--- src/rtl/rampa_pwm_driver.sv ---
// Slew-limited PWM driver fed by the ramp FSM's one-hot speed levels.
// Optional build macro SOFT_STOP_EN: level 000 ramps down at the slew rate instead of cutting to 0.
module rampa_pwm_driver #(
    parameter int unsigned PWM_PERIOD = 100,
    parameter int unsigned SLEW_DIV   = 1000,
    parameter int unsigned STEP       = 1
) (
    input  logic       clk,
    input  logic       rst_n,
    input  logic       ena,
    input  logic       lvl_30,
    input  logic       lvl_50,
    input  logic       lvl_100,
    output logic       pwm_out,
    output logic [6:0] duty,
    output logic       at_target,
    output logic       fault
);

    localparam logic [6:0]      T30      = 7'(PWM_PERIOD * 30 / 100);
    localparam logic [6:0]      T50      = 7'(PWM_PERIOD * 50 / 100);
    localparam logic [6:0]      T100     = 7'(PWM_PERIOD);
    localparam logic [6:0]      PwmLast  = 7'(PWM_PERIOD - 1);
    localparam int unsigned     SlewW    = (SLEW_DIV > 1) ? $clog2(SLEW_DIV) : 1;
    localparam logic [SlewW-1:0] SlewLast = SlewW'(SLEW_DIV - 1);

`ifdef SOFT_STOP_EN
    localparam bit HardStop = 1'b0;
`else
    localparam bit HardStop = 1'b1;
`endif

    logic [2:0]       lvl_q;
    logic             fault_q, fault_d;
    logic [SlewW-1:0] slew_cnt_q, slew_cnt_d;
    logic [6:0]       pwm_cnt_q, pwm_cnt_d;
    logic [6:0]       duty_q, duty_d;
    logic [6:0]       duty_act_q, duty_act_d;
    logic             pwm_q, pwm_d;
    logic             at_target_q, at_target_d;

    logic       illegal;
    logic [6:0] target_dec, target;
    logic [6:0] up_gap, dn_gap;
    logic       slew_tick, pwm_wrap;

    always_comb begin
        illegal    = 1'b0;
        target_dec = 7'd0;
        unique case (lvl_q)
            3'b000:  target_dec = 7'd0;
            3'b001:  target_dec = T30;
            3'b010:  target_dec = T50;
            3'b100:  target_dec = T100;
            default: illegal = 1'b1;
        endcase
        target  = fault_q ? 7'd0 : target_dec;
        fault_d = fault_q | illegal;

        slew_tick = ena && (slew_cnt_q == SlewLast);
        pwm_wrap  = ena && (pwm_cnt_q == PwmLast);
        up_gap    = target - duty_q;
        dn_gap    = duty_q - target;

        // Fault zeroing has priority over everything, including a coincident tick.
        duty_d = duty_q;
        if (fault_d) begin
            duty_d = 7'd0;
        end else if (HardStop && ena && (lvl_q == 3'b000)) begin
            duty_d = 7'd0;
        end else if (slew_tick) begin
            if (duty_q < target) begin
                duty_d = duty_q + ((32'(up_gap) < STEP) ? up_gap : 7'(STEP));
            end else if (duty_q > target) begin
                duty_d = duty_q - ((32'(dn_gap) < STEP) ? dn_gap : 7'(STEP));
            end
        end

        slew_cnt_d  = slew_cnt_q;
        pwm_cnt_d   = pwm_cnt_q;
        duty_act_d  = duty_act_q;
        pwm_d       = pwm_q;
        at_target_d = at_target_q;
        if (ena) begin
            slew_cnt_d  = slew_tick ? '0 : slew_cnt_q + 1'b1;
            pwm_cnt_d   = pwm_wrap ? 7'd0 : pwm_cnt_q + 7'd1;
            // Sampled only at the period boundary, so the pre-update duty is taken.
            duty_act_d  = pwm_wrap ? duty_q : duty_act_q;
            pwm_d       = pwm_cnt_q < duty_act_q;
            at_target_d = duty_q == target;
        end
    end

    always_ff @(posedge clk) begin
        if (!rst_n) begin
            lvl_q       <= 3'b000;
            fault_q     <= 1'b0;
            slew_cnt_q  <= '0;
            pwm_cnt_q   <= 7'd0;
            duty_q      <= 7'd0;
            duty_act_q  <= 7'd0;
            pwm_q       <= 1'b0;
            at_target_q <= 1'b1;
        end else begin
            lvl_q       <= {lvl_100, lvl_50, lvl_30};
            fault_q     <= fault_d;
            slew_cnt_q  <= slew_cnt_d;
            pwm_cnt_q   <= pwm_cnt_d;
            duty_q      <= duty_d;
            duty_act_q  <= duty_act_d;
            pwm_q       <= pwm_d;
            at_target_q <= at_target_d;
        end
    end

    assign pwm_out   = pwm_q;
    assign duty      = duty_q;
    assign at_target = at_target_q;
    assign fault     = fault_q;

endmodule

--- config.mk ---
export PLATFORM = sky130hd
export DESIGN_NAME = rampa_pwm_driver
export DESIGN_NICKNAME = d
export VERILOG_FILES = /design/src/rtl/rampa_pwm_driver.sv
export SDC_FILE = /design/constraint.sdc
export NUM_CORES = 1
export LEC_CHECK = 0
export ABC_AREA = 0
export BUFFER_PORTS_ARGS = -buffer_cell sky130_fd_sc_hd__buf_2
export CAP_MARGIN = 10
export CORE_AREA = 2 2 123 65
export CTS_BUF_LIST = sky130_fd_sc_hd__clkbuf_4 sky130_fd_sc_hd__clkbuf_8
export CTS_CLUSTER_DIAMETER = 100
export DETAILED_ROUTE_END_ITERATION = 6
export DIE_AREA = 0 0 125 67
export PLACE_DENSITY = 0.59
export SLEW_MARGIN = 20
export SYNTH_ARGS = -nofsm -noshare
export SYNTH_HDL_FRONTEND = slang
export SYNTH_SLANG_ARGS = --single-unit
--- constraint.sdc ---
create_clock -name clk -period 7.2 [get_ports clk]
set_input_delay 0.36 -clock clk [delete_from_list [all_inputs] [get_ports clk]]
set_output_delay 0.36 -clock clk [all_outputs]
set_load 0.05 [all_outputs]
==> impl_metrics.py, run 1 <==
metrics = {
    "logic_synthesis": {
        "synth_top_family_by_area": "simple AND/OR/NAND/NOR gates",
        "yosys.area_share.xor_xnor": 0.0698,
        "syn_inst": 301,
        "ys_dominant_reg_cell": "dfxtp_1",
        "yosysMostFrequentCell": "nor2_1",
        "ys_types": 46,
        "syn_area_per_cell_um2": 8.33,
        "synth-simple-area-share": 0.213,
        "synth_compound_area_frac": 0.125,
        "yosys_register_bits": 37,
        "ys_async_sr_fraction": 0,
        "synth_warnings": 0,
        "synth_top_cell_area_share": 0.295,
        "synth_area_leader_cell": "dfxtp_1",
        "ys_seq_area_frac": 0.295,
        "synth_fa_ha_area_frac": 0.168,
        "synth_nets": 338,
        "synth-edff-count": 0,
        "synthesis.area_mm2": 0.00251,
        "yosys-top-cells-count": "nor2_1 (50), dfxtp_1 (37), ha_1 (28), inv_1 (23)",
        "synth_area_leaders": "dfxtp_1 (30%), ha_1 (14%), nor2_1 (7.5%)",
        "synthMuxAreaShare": 0.0723,
    },
    "power": {
        "p_leak_uw": 0.00114,
        "p_per_area_mw_per_mm2": 169,
        "peakVddDrop_mv": 0.0542,
    },
    "grt": {
        "grt_first_pass_wirelength_um": 8980,
        "grt_antenna_before_repair": 0,
        "grt-ovfl-total": 0,
        "grt_pass1_vias": 1897,
        "grt_max_degree": 18,
        "grt_usage": 0.132,
    },
    "routing": {
        "routed_via_density": 4.84,
        "via_count": 1990,
        "antenna_left": 0,
        "wl_per_cell_um": 12.3,
        "drtIter0Drc": 108,
        "drc": 0,
        "routed_wl_um": 5040,
        "dr.pass1.iters": 4,
    },
    "clocking": {
        "clock_sinks": 37,
        "clk_latency_ns": 0.28,
        "clockRootBuffer": "clkbuf_8",
        "post_cts_buffers": 0,
        "h-tree-depth": 2,
        "cts_tree": "built",
        "hold_buffers": 0,
        "ctsResizeCount": 0,
        "cts_buffer_depth": 2,
        "clk_pin_slew_ns": 0.07,
        "cts_inserted_buffers": 5,
    },
    "sta": {
        "rsz0062_at_grt": "false",
        "max-slew-margin-rel": 0.438,
        "setup_viol": 0,
        "whs_ns": 0.283,
        "hold_violations": 0,
        "fin_skew_ns": 0.00350,
        "fin_setup_tns_ns": 0,
        "fmax_ghz": 0.239,
        "period_needed_ns": 4.18,
        "max_slew.worst_pin.slew_ns": 0.839,
        "finalCritPeriodShare": 0.580,
        "slew_viol_final": 0,
    },
    "worst_setup_path": {
        "end_kind": "flop",
        "crit_fanout": 7,
        "crit_type": "flop to flop",
        "crit_path_start_kind": "flop",
        "cp.required_ns": 7.42,
        "cp.arrival_ns": 4.40,
    },
    "floorplanning": {
        "fp.dieH_um": 67,
        "dieArea_mm2": 0.00838,
        "placementRows": 22,
        "initial_utilization": 0.348,
        "core_region_area_mm2": 0.00721,
        "pin_count": 16,
        "die_x_um": 125,
    },
    "placed_design": {
        "hpwl_um": 3890,
        "portBuffers": 15,
        "place_congestion": 0.943,
        "place_inst": 404,
    },
    "layout": {
        "n_fill_cell": 712,
        "drive_gt1_frac": 0.0921,
        "antenna-diode-count": 0,
        "area_delta_synth_final_pct": 9.58,
        "nets": 352,
        "instances_no_fill": 411,
    },
    "outcome": {
        "status": "complete, no violations",
    },
    "hold_path": {
        "hp-class": "input port to flop",
    },
    "run": {
        "cap_violations": 0,
    },
}
critical path, stage by stage, from the launching register on:
cell and delay, ns:
dfxtp_1 0.45, nor2_1 0.10, nand3b_1 0.17, and2_1 0.23, inv_1 0.06, ha_1 0.34, xnor2_1 0.15, nor4b_1 0.42
o21ai_1 0.13, nor3_1 0.39, ha_1 0.25, a211o_2 0.11, ha_1 0.26, a211oi_1 0.24, o21bai_1 0.12, a21oi_2 0.15
xor2_1 0.09, or3_1 0.30, a21oi_1 0.13
cells by family (layout without fill, tap and decap cells):
group | count (synthesis) | count (layout)
simple gates | 111 | 111
flops | 37 | 37
xor+xnor | 20 | 20
fa+ha+maj | 32 | 32
other cells | 1 | 1
buf+inv | 33 | 47
mux | 18 | 18
compound gates | 49 | 49
through the flow:
step / cell area, um^2 / worst slack [ns] / util / power, uW
finish: 2750 / 3.02 / 0.381 / 464
global route: 2750 / 2.64 / 0.381 / 495
CTS: 2750 / 3.02 / 0.381 / 469
detailed placement: 2660 / 3.05 / 0.369 / 324
global placement: 2660 / 3.17 / 0.369 / 321
floorplan: 2510 / 3.24 / - / 303
where the power goes:
part / internal, uW / switching (uW) / total (uW)
clock: 75.6 / 69.0 / 145
combinational: 45.0 / 61.2 / 106
sequential: 209 / 4.74 / 213
total: 329 / 135 / 464
final cells by class:
| type | instances | area, um^2 | share of cell area |
|---|---|---|---|
| Multi-Input combinational cell | 231 | 1630 | 0.593 |
| Sequential cell | 37 | 741 | 0.269 |
| Tap cell | 96 | 120 | 0.0437 |
| Inverter | 25 | 93.8 | 0.0341 |
| Clock buffer | 6 | 82.6 | 0.0300 |
| Timing Repair Buffer | 15 | 75.1 | 0.0273 |
| Clock inverter | 1 | 7.51 | 0.00273 |
routing by layer:
layer | global-route usage | share of wire | up-vias
li1 | - | - | 1042
met5 | 0 | 0 | -
met3 | 0.0257 | 0.030 | 14
met1 | 0.173 | 0.51 | 895
met4 | 0.0444 | 0.023 | 0
met2 | 0.220 | 0.44 | 39
worst paths after layout:
| check | end | slack [ns] | depth (start not counted) | start |
|---|---|---|---|---|
| worst max-delay path | duty[6]$_SDFFE_PP0P_ | 3.02 | 18 | lvl_q[0]$_SDFF_PN0_ |
| worst min-delay path | lvl_q[2]$_SDFF_PN0_ | 0.28 | 2 | lvl_100 |
| worst max register to register | duty[6]$_SDFFE_PP0P_ | 3.02 | 18 | lvl_q[0]$_SDFF_PN0_ |
| worst min register to register | at_target$_SDFFE_PN1P_ | 0.48 | 2 | at_target$_SDFFE_PN1P_ |
state kept, by name, indices dropped and copies added, names as in the netlist:
name,count
at_target,1
duty,7
duty_act_q,7
fault,1
lvl_q,3
pwm_cnt_q,7
pwm_out,1
slew_cnt_q,10
cell usage in the layout, fill, tap and decap left out, types with 3 or more instances in the layout:
cell type and count:
xor2_1 12, ha_1 28, nor3_1 4, clkbuf_8 6, mux2i_1 17, o21ai_0 4, o21bai_1 3, a211oi_1 3
and2_1 4, nand4_1 5, xnor2_1 8, inv_1 23, nand3b_1 3, nand3_1 7, o21ai_1 6, fa_1 3
nand2b_1 9, a21oi_1 17, buf_2 15, nor2_1 50, nand2_1 17, dfxtp_1 37, a21o_1 5
(Power assumes the default switching activity.)
==> inputs of run 2 (changes only) <==
- clock period: 7.2 -> 4.3 ns (I/O delays scaled with it)
==> impl_metrics.py, run 2 (synthesis gave the netlist of run 1 again) <==
metrics = {
    "outcome": {
        "status": "complete, no violations",
    },
    "worst_setup_path": {
        "cp.required_ns": 4.52,
        "crit_type": "flop to flop",
        "critPathCapture": "duty[6]$_SDFFE_PP0P_",
        "r2r_end": "duty[6]$_SDFFE_PP0P_",
        "crit_fanout": 8,
        "end_kind": "flop",
        "rr_worst_depth": 20,
        "crit_path_start_kind": "flop",
        "setup.worst_path.start": "lvl_q[1]$_SDFF_PN0_",
        "regToRegStartpoint": "lvl_q[1]$_SDFF_PN0_",
        "ff2ff_setup_slack_ns": 0.24,
        "cp.arrival_ns": 4.28,
    },
    "sta": {
        "slew_viol_final": 0,
        "hold_violations": 0,
        "rsz0062_at_grt": "true",
        "max-slew-margin-rel": 0.475,
        "fmax_ghz": 0.246,
        "setup_viol": 0,
        "fin_skew_ns": 0.00668,
        "finalCritPeriodShare": 0.944,
        "period_needed_ns": 4.06,
        "layout_setup_ws_ns": 0.240,
        "max_slew.worst_pin.slew_ns": 0.783,
    },
    "routing": {
        "wl_per_cell_um": 12.7,
        "routed_wl_um": 5250,
        "routed_via_density": 4.91,
        "drc": 0,
        "antenna_left": 0,
        "dr.pass1.iters": 4,
        "drtIter0Drc": 83,
        "via_count": 2032,
    },
    "placed_design": {
        "portBuffers": 15,
        "dpl_worst_slack_ns": 0.0952,
        "hpwl_um": 4180,
        "place_congestion": 0.869,
    },
    "grt": {
        "grt_usage": 0.128,
        "grt_antenna_before_repair": 0,
        "grt_first_pass_wirelength_um": 8680,
        "grt-ovfl-total": 0,
        "grt_pass1_vias": 1934,
        "grt_max_degree": 18,
    },
    "power": {
        "p_sw_uw": 244,
        "p_clk_frac": 0.307,
        "peakVddDrop_mv": 0.109,
        "p_leak_uw": 0.00115,
        "combPwrFrac": 0.240,
        "p_int_uw": 544,
        "seq_power_share": 0.453,
        "p_total_uw": 789,
        "p_sw_frac": 0.310,
        "p_per_area_mw_per_mm2": 283,
    },
    "floorplanning": {
        "initial_utilization": 0.348,
        "placementRows": 22,
        "fp.dieH_um": 67,
        "die_x_um": 125,
        "dieArea_mm2": 0.00838,
        "core_region_area_mm2": 0.00721,
        "pin_count": 16,
    },
    "hold_path": {
        "hp-class": "input port to flop",
    },
    "clocking": {
        "clk_pin_slew_ns": 0.08,
        "h-tree-depth": 2,
        "clock_sinks": 37,
        "cts_buffer_depth": 2,
        "cts_inserted_buffers": 5,
        "post_cts_buffers": 0,
        "ctsResizeCount": 0,
        "clockRootBuffer": "clkbuf_8",
        "clk_latency_ns": 0.28,
        "cts_tree": "built",
        "hold_buffers": 0,
    },
    "layout": {
        "drive_gt1_frac": 0.123,
        "n_fill_cell": 745,
        "largest_register_ffs": 10,
        "antenna-diode-count": 0,
        "top_register": "slew_cnt_q",
        "final_common_cell": "nor2_1",
        "area_delta_synth_final_pct": 11.3,
        "nets": 354,
        "final_cell_mix": "nor2_1 (50), dfxtp_1 (35), ha_1 (28), inv_1 (23)",
    },
    "run": {
        "cap_violations": 0,
    },
}
==> run 2: changes by cell type in the layout (fill, tap and decap cells not counted), sizes merged <==
cell / previous run / this run
clkbuf: 6 / 5
clkinvlp: 1 / 3
buf: 15 / 17
==> run 2: layer usage <==
layer	routed length, um	vias to the layer above	GRT usage
met5	0	-	0
met4	99	0	0.0514
met3	169	9	0.0233
met2	2430	34	0.226
met1	2560	939	0.157
li1	-	1050	-
==> run 2: cell type report <==
type | count | area [um^2] | share of cell area
multi-input cells | 231 | 1650 | 0.592
flip-flops and latches | 37 | 743 | 0.266
well taps | 96 | 120 | 0.0430
inverters | 25 | 93.8 | 0.0336
repair buffers | 17 | 90.1 | 0.0323
clock buffers | 5 | 68.8 | 0.0247
clock inverters | 3 | 22.5 | 0.00807
==> run 2: worst max-delay path: stages (launching register included) <==
cell and delay (ns):
dfxtp_2 0.40, xor2_1 0.16, nand2_1 0.16, inv_1 0.15, ha_1 0.16, inv_1 0.06, fa_2 0.39, a211oi_2 0.30
o21bai_1 0.17, a21oi_2 0.19, nor4_2 0.07, a21oi_1 0.14, ha_1 0.19, inv_1 0.05, fa_1 0.43, a211oi_2 0.20
o21bai_1 0.11, a21oi_2 0.15, xor2_1 0.08, or3_1 0.30, a21oi_1 0.14
==> run 2: how the worst min path moves through the flow <==
stage                 from                endpoint  slack (ns)  cells past startpoint
floorplan            rst_n  at_target$_SDFFE_PN1P_        0.28                      1
global placement    lvl_30     lvl_q[0]$_SDFF_PN0_        0.42                      2
detailed placement  lvl_30     lvl_q[0]$_SDFF_PN0_        0.43                      2
CTS                 lvl_30     lvl_q[0]$_SDFF_PN0_        0.13                      2
global route        lvl_30     lvl_q[0]$_SDFF_PN0_        0.12                      2
finish              lvl_30     lvl_q[0]$_SDFF_PN0_        0.14                      2
==> run 2: through the flow <==
step / setup TNS [ns] / hold WS, ns / cell area (um^2) / std cells / util
5_1_grt: -0.0349 / 0.124 / 2790 / 414 / 0.387
4_1_cts: 0 / 0.130 / 2770 / 414 / 0.383
3_5_place_dp: 0 / 0.427 / 2670 / 406 / 0.371
3_3_place_gp: 0 / 0.425 / 2670 / 406 / 0.371
2_1_floorplan: 0 / 0.277 / 2510 / 301 / -
6_report: 0 / 0.138 / 2790 / 414 / 0.387
==> run 2: power by group through the flow <==
stage	Sequential (uW)	Clock, uW	Combinational, uW
after global routing	358	266	211
after floorplan	369	0	138
after detailed placement	365	0	183
final	357	242	190
after global placement	364	0	177
after CTS	357	249	183
==> inputs of run 3 (changes only) <==
- clock period: 4.3 -> 4.1 ns (I/O delays scaled with it)
==> impl_metrics.py, run 3 (synthesis gave the netlist of run 1 again) <==
metrics = {
    "routing": {
        "drc": 0,
        "via_count": 2048,
        "dr.pass1.iters": 4,
        "routed_via_density": 4.90,
        "antenna_left": 0,
        "routed_wl_um": 5330,
        "drtIter0Drc": 86,
        "wl_per_cell_um": 12.8,
    },
    "sta": {
        "whs_ns": 0.132,
        "layout_setup_ws_ns": 0.245,
        "setup_viol": 0,
        "finalCritPeriodShare": 0.940,
        "max-slew-margin-rel": 0.467,
        "period_needed_ns": 3.85,
        "slew_viol_final": 0,
        "max_slew.worst_pin.slew_ns": 0.795,
        "hold_violations": 0,
        "fmax_ghz": 0.259,
        "fin_skew_ns": 0.00717,
    },
    "grt": {
        "grt_max_degree": 18,
        "grt_antenna_before_repair": 0,
        "grt-ovfl-total": 0,
        "grt_usage": 0.132,
        "grt_first_pass_wirelength_um": 9000,
        "grt_pass1_vias": 2010,
    },
    "layout": {
        "instances_no_fill": 418,
        "stdcell_area_mm2": 0.00288,
        "final_common_cell": "nor2_1",
        "area_delta_synth_final_pct": 14.7,
        "largest_register_ffs": 10,
        "final_cell_mix": "nor2_1 (49), dfxtp_1 (33), ha_1 (26), inv_1 (22), mux2i_1 (17)",
        "n_fill_cell": 724,
        "nets": 358,
        "antenna-diode-count": 0,
        "top_register": "slew_cnt_q",
        "drive_gt1_frac": 0.161,
    },
    "power": {
        "p_total_uw": 842,
        "peakVddDrop_mv": 0.134,
        "p_per_area_mw_per_mm2": 293,
        "p_leak_uw": 0.00117,
    },
    "floorplanning": {
        "core_region_area_mm2": 0.00721,
        "pin_count": 16,
        "dieArea_mm2": 0.00838,
        "die_x_um": 125,
        "initial_utilization": 0.348,
        "fp.dieH_um": 67,
        "placementRows": 22,
    },
    "worst_setup_path": {
        "cp.required_ns": 4.32,
        "crit_path_start_kind": "flop",
        "crit_fanout": 7,
        "end_kind": "flop",
        "cp.arrival_ns": 4.08,
        "crit_type": "flop to flop",
    },
    "clocking": {
        "hold_buffers": 0,
        "clock_sinks": 37,
        "clockRootBuffer": "clkbuf_8",
        "cts_tree": "built",
        "clk_latency_ns": 0.29,
        "cts_buffer_depth": 2,
        "cts_inserted_buffers": 5,
        "h-tree-depth": 2,
        "clk_pin_slew_ns": 0.08,
    },
    "hold_path": {
        "hp-class": "input port to flop",
    },
    "placed_design": {
        "dpl_worst_slack_ns": -0.0640,
        "portBuffers": 15,
        "place_congestion": 0.903,
        "hpwl_um": 4140,
        "place_area_mm2": 0.00270,
        "place_inst": 409,
    },
    "run": {
        "cap_violations": 0,
    },
    "outcome": {
        "status": "complete, no violations",
    },
}
==> run 3: repair_timing <==
action | CTS | global route
endpoints found under the setup margin | 1 | 2
hold endpoints to repair | 0 | 0
resized for setup | 3 | 18
pin swaps | 0 | 7
setup buffers | 0 | 1
==> run 3: path summary, 6_finish.rpt <==
kind                              startpoint                          to  slack, ns  cells after the start
setup / recovery         lvl_q[0]$_SDFF_PN0_        duty[6]$_SDFFE_PP0P_       0.25                     20
hold / removal                        lvl_50         lvl_q[1]$_SDFF_PN0_       0.13                      2
setup reg to reg         lvl_q[0]$_SDFF_PN0_        duty[6]$_SDFFE_PP0P_       0.25                     20
hold reg to reg   duty_act_q[3]$_SDFFE_PN0P_  duty_act_q[3]$_SDFFE_PN0P_       0.50                      2
==> run 3: layout make-up <==
cell class / instances / area [um^2] / share of cell area
inverter: 25 / 93.8 / 0.0326
sequential: 37 / 751 / 0.261
clock buffer: 5 / 68.8 / 0.0239
tap: 96 / 120 / 0.0418
timing repair buffer: 21 / 120 / 0.0418
clock inverter: 3 / 22.5 / 0.00783
multi-input combinational: 231 / 1700 / 0.591
==> run 3: power breakdown <==
group | switching (uW) | internal, uW
Clock | 135 | 119
Combinational | 116 | 96.4
Sequential | 8.99 | 366
==> run 3: metal layers <==
metal,wire length (um),track usage,vias to the layer above,share of wire
met4,46,0.0431,0,0.0086
met5,0,0,-,0
met2,2530,0.247,22,0.48
met3,124,0.0225,4,0.023
met1,2630,0.158,966,0.49
li1,-,-,1056,-
==> run 3: critical path, stage by stage, from the launching register on <==
cell	delay, ns
dfxtp_4	0.39
xor2_2	0.15
nand2_2	0.11
inv_2	0.08
ha_1	0.13
inv_1	0.07
fa_2	0.41
a211oi_4	0.28
o21bai_2	0.13
a21oi_2	0.15
nor4_1	0.08
a21oi_1	0.16
ha_2	0.21
inv_1	0.05
fa_2	0.37
a211oi_2	0.25
o21bai_1	0.10
a21oi_2	0.14
xor2_1	0.08
or3_1	0.30
a21oi_1	0.14
==> run 3: per-stage QoR <==
stage	utilization	setup TNS [ns]
after global placement	0.374	0
after CTS	0.388	0
after global routing	0.399	-0.00390
after detailed placement	0.374	-0.0640
final	0.399	0
after floorplan	-	0
